$ cat config.mk
export PLATFORM = sky130hd
export DESIGN_NAME = nios_system_avalon_st_channel_filter
export DESIGN_NICKNAME = d
export VERILOG_FILES = /design/src/rtl/nios_system_avalon_st_channel_filter_pkg.sv /design/src/rtl/nios_system_avalon_st_skid_buffer.sv /design/src/rtl/nios_system_avalon_st_channel_filter.sv
export SDC_FILE = /design/constraint.sdc
export NUM_CORES = 1
export LEC_CHECK = 0
export ABC_AREA = 1
export BUFFER_PORTS_ARGS = -buffer_cell sky130_fd_sc_hd__buf_2
export CAP_MARGIN = 15
export CORE_UTILIZATION = 55
export CTS_CLUSTER_SIZE = 40
export DETAILED_ROUTE_END_ITERATION = 12
export PLACE_DENSITY_LB_ADDON = 0.25
export RECOVER_POWER = 100
export SETUP_SLACK_MARGIN = 0.02
export SYNTH_ARGS = -nofsm -noshare
export SYNTH_HDL_FRONTEND = slang
export SYNTH_HIERARCHICAL = 1
export SYNTH_SLANG_ARGS = --single-unit
$ cat constraint.sdc
create_clock -name clk -period 2 [get_ports clk]
set_clock_uncertainty 0.1 [all_clocks]
set_input_delay 0.3 -clock clk [delete_from_list [all_inputs] [get_ports clk]]
set_output_delay 0.3 -clock clk [all_outputs]
set_load 0.02 [all_outputs]
$ cat src/rtl/nios_system_avalon_st_channel_filter_pkg.sv
// ============================================================================
// nios_system_avalon_st_channel_filter_pkg
// Shared filter FSM encodings and channel-width default.
// Rev 1.0
// ============================================================================
`default_nettype none

package nios_system_avalon_st_channel_filter_pkg;

    localparam int unsigned c_CHANNEL_W_DEFAULT = 2;

    typedef enum logic [1:0] {
        ST_IDLE = 2'd0,
        ST_PASS = 2'd1,
        ST_DROP = 2'd2
    } filt_state_e;

endpackage

`default_nettype wire

$ cat src/rtl/nios_system_avalon_st_skid_buffer.sv
// ============================================================================
// nios_system_avalon_st_skid_buffer
// Two-entry registered ready/valid stage: output register plus one skid slot.
// Rev 1.0
// ============================================================================
`default_nettype none

module nios_system_avalon_st_skid_buffer #(
    parameter int WIDTH = 40
) (
    input  logic             clk,
    input  logic             reset_n,
    input  logic             push_valid_i,
    input  logic [WIDTH-1:0] push_data_i,
    output logic             ready_o,
    input  logic             pop_ready_i,
    output logic             valid_o,
    output logic [WIDTH-1:0] data_o
);

    logic             out_valid_q, out_valid_d;
    logic [WIDTH-1:0] out_data_q,  out_data_d;
    logic             skid_valid_q, skid_valid_d;
    logic [WIDTH-1:0] skid_data_q,  skid_data_d;
    logic             ready_q, ready_d;

    always_comb begin
        out_valid_d  = out_valid_q;
        out_data_d   = out_data_q;
        skid_valid_d = skid_valid_q;
        skid_data_d  = skid_data_q;
        if (!out_valid_q || pop_ready_i) begin
            // Output slot frees up: the skid entry is older, so it goes first.
            if (skid_valid_q) begin
                out_valid_d  = 1'b1;
                out_data_d   = skid_data_q;
                skid_valid_d = push_valid_i;
                if (push_valid_i) begin
                    skid_data_d = push_data_i;
                end
            end else begin
                out_valid_d = push_valid_i;
                if (push_valid_i) begin
                    out_data_d = push_data_i;
                end
            end
        end else if (push_valid_i) begin
            skid_valid_d = 1'b1;
            skid_data_d  = push_data_i;
        end
        ready_d = !skid_valid_d;
    end

    always_ff @(posedge clk or negedge reset_n) begin
        if (!reset_n) begin
            out_valid_q  <= 1'b0;
            out_data_q   <= '0;
            skid_valid_q <= 1'b0;
            skid_data_q  <= '0;
            ready_q      <= 1'b0;
        end else begin
            out_valid_q  <= out_valid_d;
            out_data_q   <= out_data_d;
            skid_valid_q <= skid_valid_d;
            skid_data_q  <= skid_data_d;
            ready_q      <= ready_d;
        end
    end

    assign ready_o = ready_q;
    assign valid_o = out_valid_q;
    assign data_o  = out_data_q;

endmodule

`default_nettype wire

$ cat src/rtl/nios_system_avalon_st_channel_filter.sv
// ============================================================================
// nios_system_avalon_st_channel_filter
// Forwards packets of one selected channel, discards the rest, counts drops.
// Rev 1.0
// ============================================================================
`default_nettype none

module nios_system_avalon_st_channel_filter
    import nios_system_avalon_st_channel_filter_pkg::*;
#(
    parameter int DATA_W      = 32,
    parameter int ERROR_W     = 6,
    parameter int CHANNEL_W   = c_CHANNEL_W_DEFAULT,
    parameter int SEL_CHANNEL = 0,
    parameter int CNT_W       = 16
) (
    input  logic                 clk,
    input  logic                 reset_n,
    output logic                 in_ready,
    input  logic                 in_valid,
    input  logic [DATA_W-1:0]    in_data,
    input  logic [ERROR_W-1:0]   in_error,
    input  logic                 in_startofpacket,
    input  logic                 in_endofpacket,
    input  logic [CHANNEL_W-1:0] in_channel,
    input  logic                 out_ready,
    output logic                 out_valid,
    output logic [DATA_W-1:0]    out_data,
    output logic [ERROR_W-1:0]   out_error,
    output logic                 out_startofpacket,
    output logic                 out_endofpacket,
    output logic [CNT_W-1:0]     drop_count
);

    localparam int                   c_W   = DATA_W + ERROR_W + 2;
    localparam logic [CHANNEL_W-1:0] c_SEL = CHANNEL_W'(SEL_CHANNEL);

    filt_state_e          state_q, state_d;
    logic [CNT_W-1:0]     drop_count_q, drop_count_d;
    logic                 w_accept;
    logic                 w_fwd;
    logic                 w_drop_inc;
    logic                 w_buf_ready;
    logic [c_W-1:0]       w_buf_data;

    assign w_accept = in_valid && w_buf_ready;

    always_comb begin
        state_d    = state_q;
        w_fwd      = 1'b0;
        w_drop_inc = 1'b0;
        if (w_accept) begin
            if (in_startofpacket) begin
                // Any SOP opens a new packet regardless of the current state.
                w_fwd      = (in_channel == c_SEL);
                w_drop_inc = !w_fwd;
                if (in_endofpacket) begin
                    state_d = ST_IDLE;
                end else begin
                    state_d = w_fwd ? ST_PASS : ST_DROP;
                end
            end else begin
                unique case (state_q)
                    ST_PASS: begin
                        w_fwd = 1'b1;
                        if (in_endofpacket) state_d = ST_IDLE;
                    end
                    ST_DROP: begin
                        if (in_endofpacket) state_d = ST_IDLE;
                    end
                    default: begin
                        w_drop_inc = 1'b1;
                        state_d    = ST_IDLE;
                    end
                endcase
            end
        end
        drop_count_d = drop_count_q;
        if (w_drop_inc && (drop_count_q != {CNT_W{1'b1}})) begin
            drop_count_d = drop_count_q + 1'b1;
        end
    end

    always_ff @(posedge clk or negedge reset_n) begin
        if (!reset_n) begin
            state_q      <= ST_IDLE;
            drop_count_q <= '0;
        end else begin
            state_q      <= state_d;
            drop_count_q <= drop_count_d;
        end
    end

    nios_system_avalon_st_skid_buffer #(
        .WIDTH (c_W)
    ) u_skid (
        .clk          (clk),
        .reset_n      (reset_n),
        .push_valid_i (w_accept && w_fwd),
        .push_data_i  ({in_data, in_error, in_startofpacket, in_endofpacket}),
        .ready_o      (w_buf_ready),
        .pop_ready_i  (out_ready),
        .valid_o      (out_valid),
        .data_o       (w_buf_data)
    );

    assign in_ready   = w_buf_ready;
    assign drop_count = drop_count_q;
    assign {out_data, out_error, out_startofpacket, out_endofpacket} = w_buf_data;

endmodule

`default_nettype wire

==> Word-level counts from Yosys, hierarchy flattened <==
Cells that the tools add are included.
{ "totals": {"input_bits": 46, "output_inout_bits": 58, "latch_bits": 0, "romBits": 0, "regBits": 101, "n_memories": 0, "mem_bits_rw": 0, "wordCells": 45} }
{ "classes": {"add_sub_neg": 1, "n_bitwise": 0, "multipliers": 0, "n_lt_le_gt_ge": 0, "eq_ne": 5, "n_reduce_logical": 12, "n_shift": 0, "div": 0, "muxes": 20} }
{ "op_table": {"columns": ["cell", "count"], "rows": [
  ["40-bit two-way mux", 5],
  ["16-bit by 1-bit adder with 16-bit output, second input constant", 1],
  ["16-bit != test, second input constant", 1],
  ["1-bit two-way mux", 10],
  ["2-bit two-way mux", 5],
  ["2-bit AND reduction", 2],
  ["1-bit logical AND", 3],
  ["1-bit logical NOT", 3],
  ["3-bit by 1-bit != test with 1-bit output, second input constant", 1],
  ["2-bit by 1-bit == test with 1-bit output, second input constant", 1],
  ["2-bit == test, second input constant", 1],
  ["2-bit logical NOT", 1],
  ["2-bit by 1-bit != test with 1-bit output, second input constant", 1],
  ["2-bit nonzero test", 1],
  ["2-bit OR reduction", 1],
  ["1-bit logical OR", 1]
]} }

==> Depth between registers and ports, before layout <==
Gate-level depths: netlist of run 1.
{ "logic_depth": {"ltp_word": 8, "depth_mapped": 10, "mapped_depth_nobuf": 8} }

==> By module <==
Netlist of run 1, hierarchy kept.
{ "modules_own_cells": {"columns": ["mod", "seq_area_each_um2", "area_per_inst_um2", "instances", "cells_per_inst"], "rows": [
  ["nios_system_avalon_st_skid_buffer", 2077.0, 3698.5, 1, 485],
  ["nios_system_avalon_st_channel_filter", 450.4, 1187.4, 1, 168]
]} }

==> Worst setup path before layout of run 1 <==
No wires, ideal clock.
{ "synth_path": {"kind": "reg2reg", "startpoint": "reg drop_count_q[0], in the netlist drop_count[0]", "endpoint": "reg drop_count_q[3], in the netlist drop_count[3]", "path_slack_ps": 289, "setup_time_ps": 119, "path_stages_with_launch": 9, "required_ps": 1781, "synth_period_minus_slack_ps": 1711, "n_path_buf": 1, "arrival_time_ps": 1492, "path_cell_list": "dfrtp_1 ha_1 nand3_2 clkinv_2 nand2_4 nor2_4 nor2_4 buf_6 o21ai_2"} }
{ "synth_between": {"elab_chain_cells": 2, "elab_cells_between_ends": 3, "classes_between": "1 x add/sub; 1 x eq/ne; 1 x reduce/logical"} }
{ "synth_lines": {"columns": ["item", "line_no", "source"], "rows": [
  ["start, declared", "nios_system_avalon_st_channel_filter.sv:39", "logic [CNT_W-1:0] drop_count_q, drop_count_d;"],
  ["start signal, assigned", "nios_system_avalon_st_channel_filter.sv:90", "drop_count_q <= drop_count_d;"],
  ["parallel branches: the longest is 2 deep, another holds 16-bit by 1-bit adder with 16-bit output", null, null]
]} }
Parallel ways; which one is timed is not known.
A chain may end at the register's enable or synchronous reset.

==> Worst setup path after layout of run 1 <==
{ "layout_path": {"startpoint": "reg state_q[1]", "endpoint": "reg u_skid.out_data_q[27], in the netlist u_skid/data_o[27]"} }
{ "layout_between": {"elab_chain_cells": 7} }
{ "layout_lines": {"columns": ["item", "line_no", "source"], "rows": [
  ["start, declared", "nios_system_avalon_st_channel_filter.sv:38", "filt_state_e state_q, state_d;"],
  ["start signal, assigned", "nios_system_avalon_st_channel_filter.sv:89", "state_q <= state_d;"],
  ["2-bit by 1-bit == test with 1-bit output", "nios_system_avalon_st_channel_filter.sv:63", "unique case (state_q)"],
  ["1-bit two-way mux", "nios_system_avalon_st_channel_filter.sv:63", null],
  ["1-bit two-way mux", "nios_system_avalon_st_channel_filter.sv:53", "if (in_startofpacket) begin"],
  ["1-bit two-way mux", "nios_system_avalon_st_channel_filter.sv:52", "if (w_accept) begin"],
  ["1-bit logical AND", "nios_system_avalon_st_channel_filter.sv:99", ".push_valid_i (w_accept && w_fwd),"],
  ["2-bit nonzero test (no line)", null, null],
  ["2-bit AND reduction (no line)", null, null],
  ["end signal, assigned", "nios_system_avalon_st_skid_buffer.sv:63", "out_data_q <= out_data_d;"],
  ["end, declared", "nios_system_avalon_st_skid_buffer.sv:22", "logic [WIDTH-1:0] out_data_q, out_data_d;"]
]} }
No other way between the ends.

==> flow_summary_export.csv, run 1 <==
group,metric,value,unit
synthesis,yosysSeqAreaShare,51.7,%
critical_path,arrival,2070,ps
critical_path,critPathTopFamily,"compound AO/OA/AOI/OAI gates",
clock_network,clock_path_buffers,2,
synthesis,yosys_warnings,6,
clock_network,path_clk_slew,110,ps
timing,relSlewSlack,55.5,%
drt,vias_per_cell,5.24,
drt,drtIter0Drc,239,
timing,fin_crit_sh,93.1,%
critical_path,critPathKind,"reg -> reg",
synthesis,netlist_instances,653,
power_and_ir_drop,peakVddDrop,427,uV
timing,maxSlewViolCount,0,
clock_network,cts_sinks,101,
power_and_ir_drop,finalPower,5.63,mW
drt,firstDrtPassIters,5,
die,die_y,96.3,um
critical_path,worstPathRequired,2200,ps
grt,grtUsageTotal,27.1,%
clock_network,cts_tree,"done",
drt,vias,4552,
drt,drc,0,
timing,setup_tns,0,ps
status,status,"completed",
timing,rsz0062_at_grt,"false",
placed_design,dp_cells,850,
grt,grt_pass1_vias,4208,
power_and_ir_drop,p_leak,3.08,nW
layout,stdcell_count,868,
placed_design,io_buffers,103,
timing,worst_pin_slew,667,ps
drt,ant_nets,0,
layout,drive_above_1_share,12.8,%
drt,routedWlPerCell,13.6,um
drt,wirelength,11800,um
critical_path,crit_cells,9,
clock_network,post-cts-setup-buffers,0,
synthesis,synth_cell_types,27,
die,dieArea,9260,um^2
die,coreArea,8680,um^2
timing,hold_violations,0,
placed_design,dp_hpwl,7960,um
critical_path,reg2reg_depth,9,
clock_network,numCtsBuffers,9,
critical_path,critPathBufInv,2,
timing,fmax,537,MHz
placed_design,place_congestion,0.852,
timing,timing.final.crit_period,1860,ps
critical_path,path_cells,"inv_1 -> ha_1 -> nand2_1 -> a21oi_4 -> nor2_1 -> a21oi_4 -> buf_4 -> nand2_1 -> nand2_1",
critical_path,start_kind,"register",
die,ioPinCount,104,
synthesis,avgSynthCellArea,7.48,um^2
grt,grt_pass1_wl,19300,um
die,die_x,96.3,um
grt,grt_max_degree,42,
timing,setup_viol,0,
layout,diodes,0,
grt,grt-ovfl-total,0,
layout,nets,803,
hold_path,min_path_cells,3,
die,rows,34,
critical_path,cp-end-kind,"register",
critical_path,crit_path_max_fanout,20,
grt,antenna_found_initial,0,
critical_path,crit_slowest_cell,"dfrtp_1",
critical_path,cpMostUsedCell,"nand2_1",
synthesis,synth_fp_nets,701,
timing,holdWs,73.4,ps
synthesis,synth_seq_cells,101,
clock_network,clkLatencyLatePin,360,ps
layout,area_growth,16.1,%
clock_network,cts-root-buf,"clkbuf_8",
power_and_ir_drop,power_density,992,nW/um^2
synthesis,mappedNetlistArea,4890,um^2
clock_network,htreeDepth,3,
run,drv_cap,0,
die,start_util,56.3,%
critical_path,max_stage_delay,370,ps
hold_path,hold_path_class,"in -> reg",
## layer usage
metal	vias up	wire length, um	global-route usage (%)
li1	2220	-	-
met1	2154	5200	36.8
met2	160	5720	44.3
met3	18	673	4.03
met4	0	182	9.83
met5	-	0	0
## report_power, final
part / switching [mW] / leakage, nW / internal (mW) / total [mW]
clock: 0.724 / 0.104 / 0.715 / 1.44
sequential: 0.318 / 1.32 / 2.46 / 2.78
combinational: 0.974 / 1.65 / 0.439 / 1.41
## synthesized netlist by cell type
master    instances  area [um^2]
clkinv_2          1         5.00
o21ai_0           5         25.0
buf_2            18         90.1
nor2_4            2         22.5
dfrtp_1         101         2530
a21oi_2           1         8.76
inv_1            17         63.8
nor2_1           19         71.3
o21ai_1           5         25.0
nand2_2           3         18.8
xor2_1            2         17.5
nor2_2            3         18.8
nand3_1          50          250
xnor2_1           3         26.3
ha_1              2         25.0
nor3_1            1         5.00
buf_6             2         22.5
nand4_1           7         43.8
or2_1             1         6.26
o21ai_2           7         61.3
a21oi_1           2         10.0
nand2_1         386         1450
inv_2             1         3.75
buf_4             6         45.0
nand2_4           1         11.3
nand3_2           1         10.0
clkbuf_1          6         22.5
## stage by stage
step / util (%) / area (um^2) / setup WS [ps]
4_1_cts: 66.7 / 5780 / 30.8
5_1_grt: 65.4 / 5670 / 18.4
6_report: 65.4 / 5670 / 137
2_1_floorplan: - / 4890 / 289
3_5_place_dp: 63.9 / 5550 / -39.8
3_3_place_gp: 63.9 / 5550 / 57.5
## cell type report
class	instances	area, um^2
Timing Repair Buffer	122	584
Fill cell	800	3000
Sequential cell	101	2530
Clock buffer	10	128
Tap cell	108	135
Inverter	19	72.6
Clock inverter	6	92.6
Multi-Input combinational cell	502	2130
## kinds of logic (layout without fill, tap and decap cells)
family | after synthesis | count (layout) | share of synthesized area, %
AO/OA/AOI/OAI | 20 | 21 | 2.66
AND/OR/NAND/NOR | 474 | 474 | 39.0
adder cells (fa/ha/maj) | 2 | 2 | 0.512
buffers and inverters | 51 | 157 | 5.17
XOR/XNOR | 5 | 5 | 0.896
flip-flops | 101 | 101 | 51.7
## cells in the final DEF (no fill, tap or decap), types with 9 or more instances in the layout
master,n
dfrtp_1,101
buf_2,44
nor2_1,19
clkbuf_1,60
buf_4,11
nand3_1,51
clkbuf_8,9
inv_1,17
nand2_1,386
## flip-flops by register name, summed over array words and instances, names as in the netlist
register and count:
u_skid/data_o 40, u_skid/skid_data_q 40, drop_count 16, state_q 2, u_skid/ready_o 1, u_skid/skid_valid_q 1
u_skid/valid_o 1
## worst reg2reg max path: stages (launching register included)
cell	delay, ps
dfrtp_1	370
inv_1	70
ha_1	140
nand2_1	80
a21oi_4	300
nor2_1	150
a21oi_4	160
buf_4	270
nand2_1	110
nand2_1	60
## what timing repair did
| action | in CTS | in global routing |
|---|---|---|
| hold buffers | 1 | 0 |
| cloned | 1 | 0 |
| resized for setup | 0 | 2 |
| pin swaps | 1 | 1 |
| setup endpoints to repair | 40 | 20 |
| endpoints found under the hold margin | 25 | 0 |
## final timing paths
kind                                                   start                                 end  slack (ps)
max in group asynchronous                            reset_n   u_skid/skid_data_q[8]$_DFFE_PN0P_         330
hold reg to reg            u_skid/skid_data_q[6]$_DFFE_PN0P_   u_skid/skid_data_q[6]$_DFFE_PN0P_         380
hold / removal                                   in_data[25]  u_skid/skid_data_q[33]$_DFFE_PN0P_          70
setup / recovery                      state_q[1]$_DFFE_PN0P_       u_skid/data_o[27]$_DFFE_PN0P_         140
min in group asynchronous                            reset_n        u_skid/data_o[1]$_DFFE_PN0P_         400
setup reg to reg                      state_q[1]$_DFFE_PN0P_       u_skid/data_o[27]$_DFFE_PN0P_         140
Power figures use the tool's default switching activity.
==> run 2, diff against run 1 <==
Settings changed: PLACE_DENSITY set to 0.77, PLACE_DENSITY_LB_ADDON 0.25 to not set.
==> flow_summary_export.csv, run 2 (synthesized netlist as in run 1, its figures left out) <==
group,metric,value,unit
power_and_ir_drop,p_leak,3.07,nW
grt,antenna_found_initial,0,
critical_path,critPathTopFamily,"compound AO/OA/AOI/OAI gates",
timing,fmax,540,MHz
power_and_ir_drop,finalPower,5.48,mW
clock_network,cts-root-buf,"clkbuf_8",
grt,grt_pass1_wl,19600,um
timing,fin_crit_sh,92.5,%
power_and_ir_drop,peakVddDrop,434,uV
placed_design,post_dp_cell_area,5570,um^2
drt,drc,0,
critical_path,max_stage_delay,370,ps
layout,final_common_cell,"nand2_1",
timing,setup_slack,149,ps
placed_design,dp_cells,846,
layout,area_growth,16.4,%
timing,relSlewSlack,43.9,%
drt,wirelength,11700,um
clock_network,clkLatencyLatePin,360,ps
timing,worst_pin_slew,842,ps
status,status,"completed",
placed_design,dp_slack,-131,ps
layout,nets,799,
timing,maxSlewViolCount,0,
die,start_util,56.3,%
timing,rsz0062_at_grt,"false",
power_and_ir_drop,seq_power_share,50.7,%
power_and_ir_drop,p_int,3.40,mW
power_and_ir_drop,switching_share,38.0,%
timing,timing.final.crit_period,1850,ps
timing,setup_viol,0,
drt,vias_per_cell,5.21,
critical_path,arrival,2050,ps
critical_path,critPathBufInv,2,
placed_design,dp_hpwl,7730,um
timing,hold_violations,0,
critical_path,worstPathRequired,2200,ps
layout,final_cell_mix,"386 x nand2_1, 101 x dfrtp_1, 58 x clkbuf_1",
die,die_y,96.3,um
grt,grt_pass1_vias,4286,
clock_network,post-cts-setup-buffers,0,
layout,stdcell_count,864,
drt,drtIter0Drc,303,
grt,grt_max_degree,47,
drt,routedWlPerCell,13.6,um
critical_path,critPathKind,"reg -> reg",
die,coreArea,8680,um^2
critical_path,start_kind,"register",
clock_network,cts_tree,"done",
drt,ant_nets,0,
layout,drive_above_1_share,12.6,%
grt,grt-ovfl-total,0,
critical_path,cpMostUsedCell,"nand2_1",
power_and_ir_drop,power_density,963,nW/um^2
placed_design,io_buffers,103,
hold_path,hold_path_class,"in -> reg",
power_and_ir_drop,p_clk_share,23.1,%
die,rows,34,
clock_network,path_clk_slew,110,ps
drt,vias,4502,
placed_design,place_congestion,0.850,
die,die_x,96.3,um
grt,grtUsageTotal,27.5,%
die,dieArea,9260,um^2
critical_path,path_cells,"inv_1 -> ha_1 -> nand2_1 -> a21oi_4 -> nor2_1 -> a21oi_4 -> buf_12 -> nand2_1 -> nand2_1",
run,drv_cap,0,
clock_network,htreeDepth,3,
critical_path,crit_slowest_cell,"dfrtp_1",
power_and_ir_drop,share_comb_of_total_power,26.2,%
layout,diodes,0,
clock_network,numCtsBuffers,9,
die,ioPinCount,104,
critical_path,cp-end-kind,"register",
drt,firstDrtPassIters,5,
critical_path,crit_path_max_fanout,21,
power_and_ir_drop,p_sw,2.08,mW
clock_network,cts_sinks,101,
clock_network,clock_path_buffers,2,
layout,final_area,5690,um^2
## run 2: final timing paths
kind | startpoint | endpoint | slack, ps | cells past startpoint
min in group asynchronous | reset_n | u_skid/data_o[2]$_DFFE_PN0P_ | 460 | 2
max in group asynchronous | reset_n | u_skid/data_o[16]$_DFFE_PN0P_ | 600 | 3
worst min-delay path | in_data[24] | u_skid/skid_data_q[32]$_DFFE_PN0P_ | 80 | 3
worst max register to register | state_q[1]$_DFFE_PN0P_ | u_skid/data_o[7]$_DFFE_PN0P_ | 150 | 9
worst max-delay path | state_q[1]$_DFFE_PN0P_ | u_skid/data_o[7]$_DFFE_PN0P_ | 150 | 9
worst min register to register | u_skid/skid_data_q[10]$_DFFE_PN0P_ | u_skid/skid_data_q[10]$_DFFE_PN0P_ | 380 | 2
## run 2: metal layers
metal | track usage, % | wire length, um | vias up
li1 | - | - | 2216
met1 | 36.5 | 5370 | 2118
met2 | 46.1 | 5530 | 156
met3 | 4.42 | 723 | 12
met4 | 8.71 | 129 | 0
met5 | 0 | 0 | -
## run 2: tightest hold or removal path, cell delays in order
cell and delay, ps:
buf_2 90, nand3_1 70, nand2_1 60
## run 2: timing repair
item,4_1_cts,5_1_grt
resized for setup,1,0
hold buffers,1,0
endpoints found under the hold margin,28,0
pin swaps,1,1
setup endpoints to repair,40,3
cloned,1,0
## run 2: final cells by class
class	instances	area, um^2
multi-input combinational	502	2140
tap	108	135
timing repair buffer	118	624
fill	819	2990
clock inverter	7	67.6
clock buffer	9	124
inverter	19	72.6
sequential	101	2530
## run 2: stage by stage
step	utilization, %	setup TNS [ps]	hold WS (ps)
2_1_floorplan	-	0	-95.6
3_3_place_gp	64.1	0	169
3_5_place_dp	64.1	-2980	169
4_1_cts	66.6	0	56.8
5_1_grt	65.5	0	71.1
6_report	65.5	0	75.0
## run 2: power groups by stage
stage | Combinational, mW | Sequential, mW | Clock, mW
final | 1.44 | 2.78 | 1.26
after global routing | 1.62 | 2.84 | 1.38
after CTS | 1.54 | 2.77 | 1.29
after detailed placement | 1.53 | 2.80 | 0
after global placement | 1.49 | 2.79 | 0
after floorplan | 0.591 | 3.13 | 0
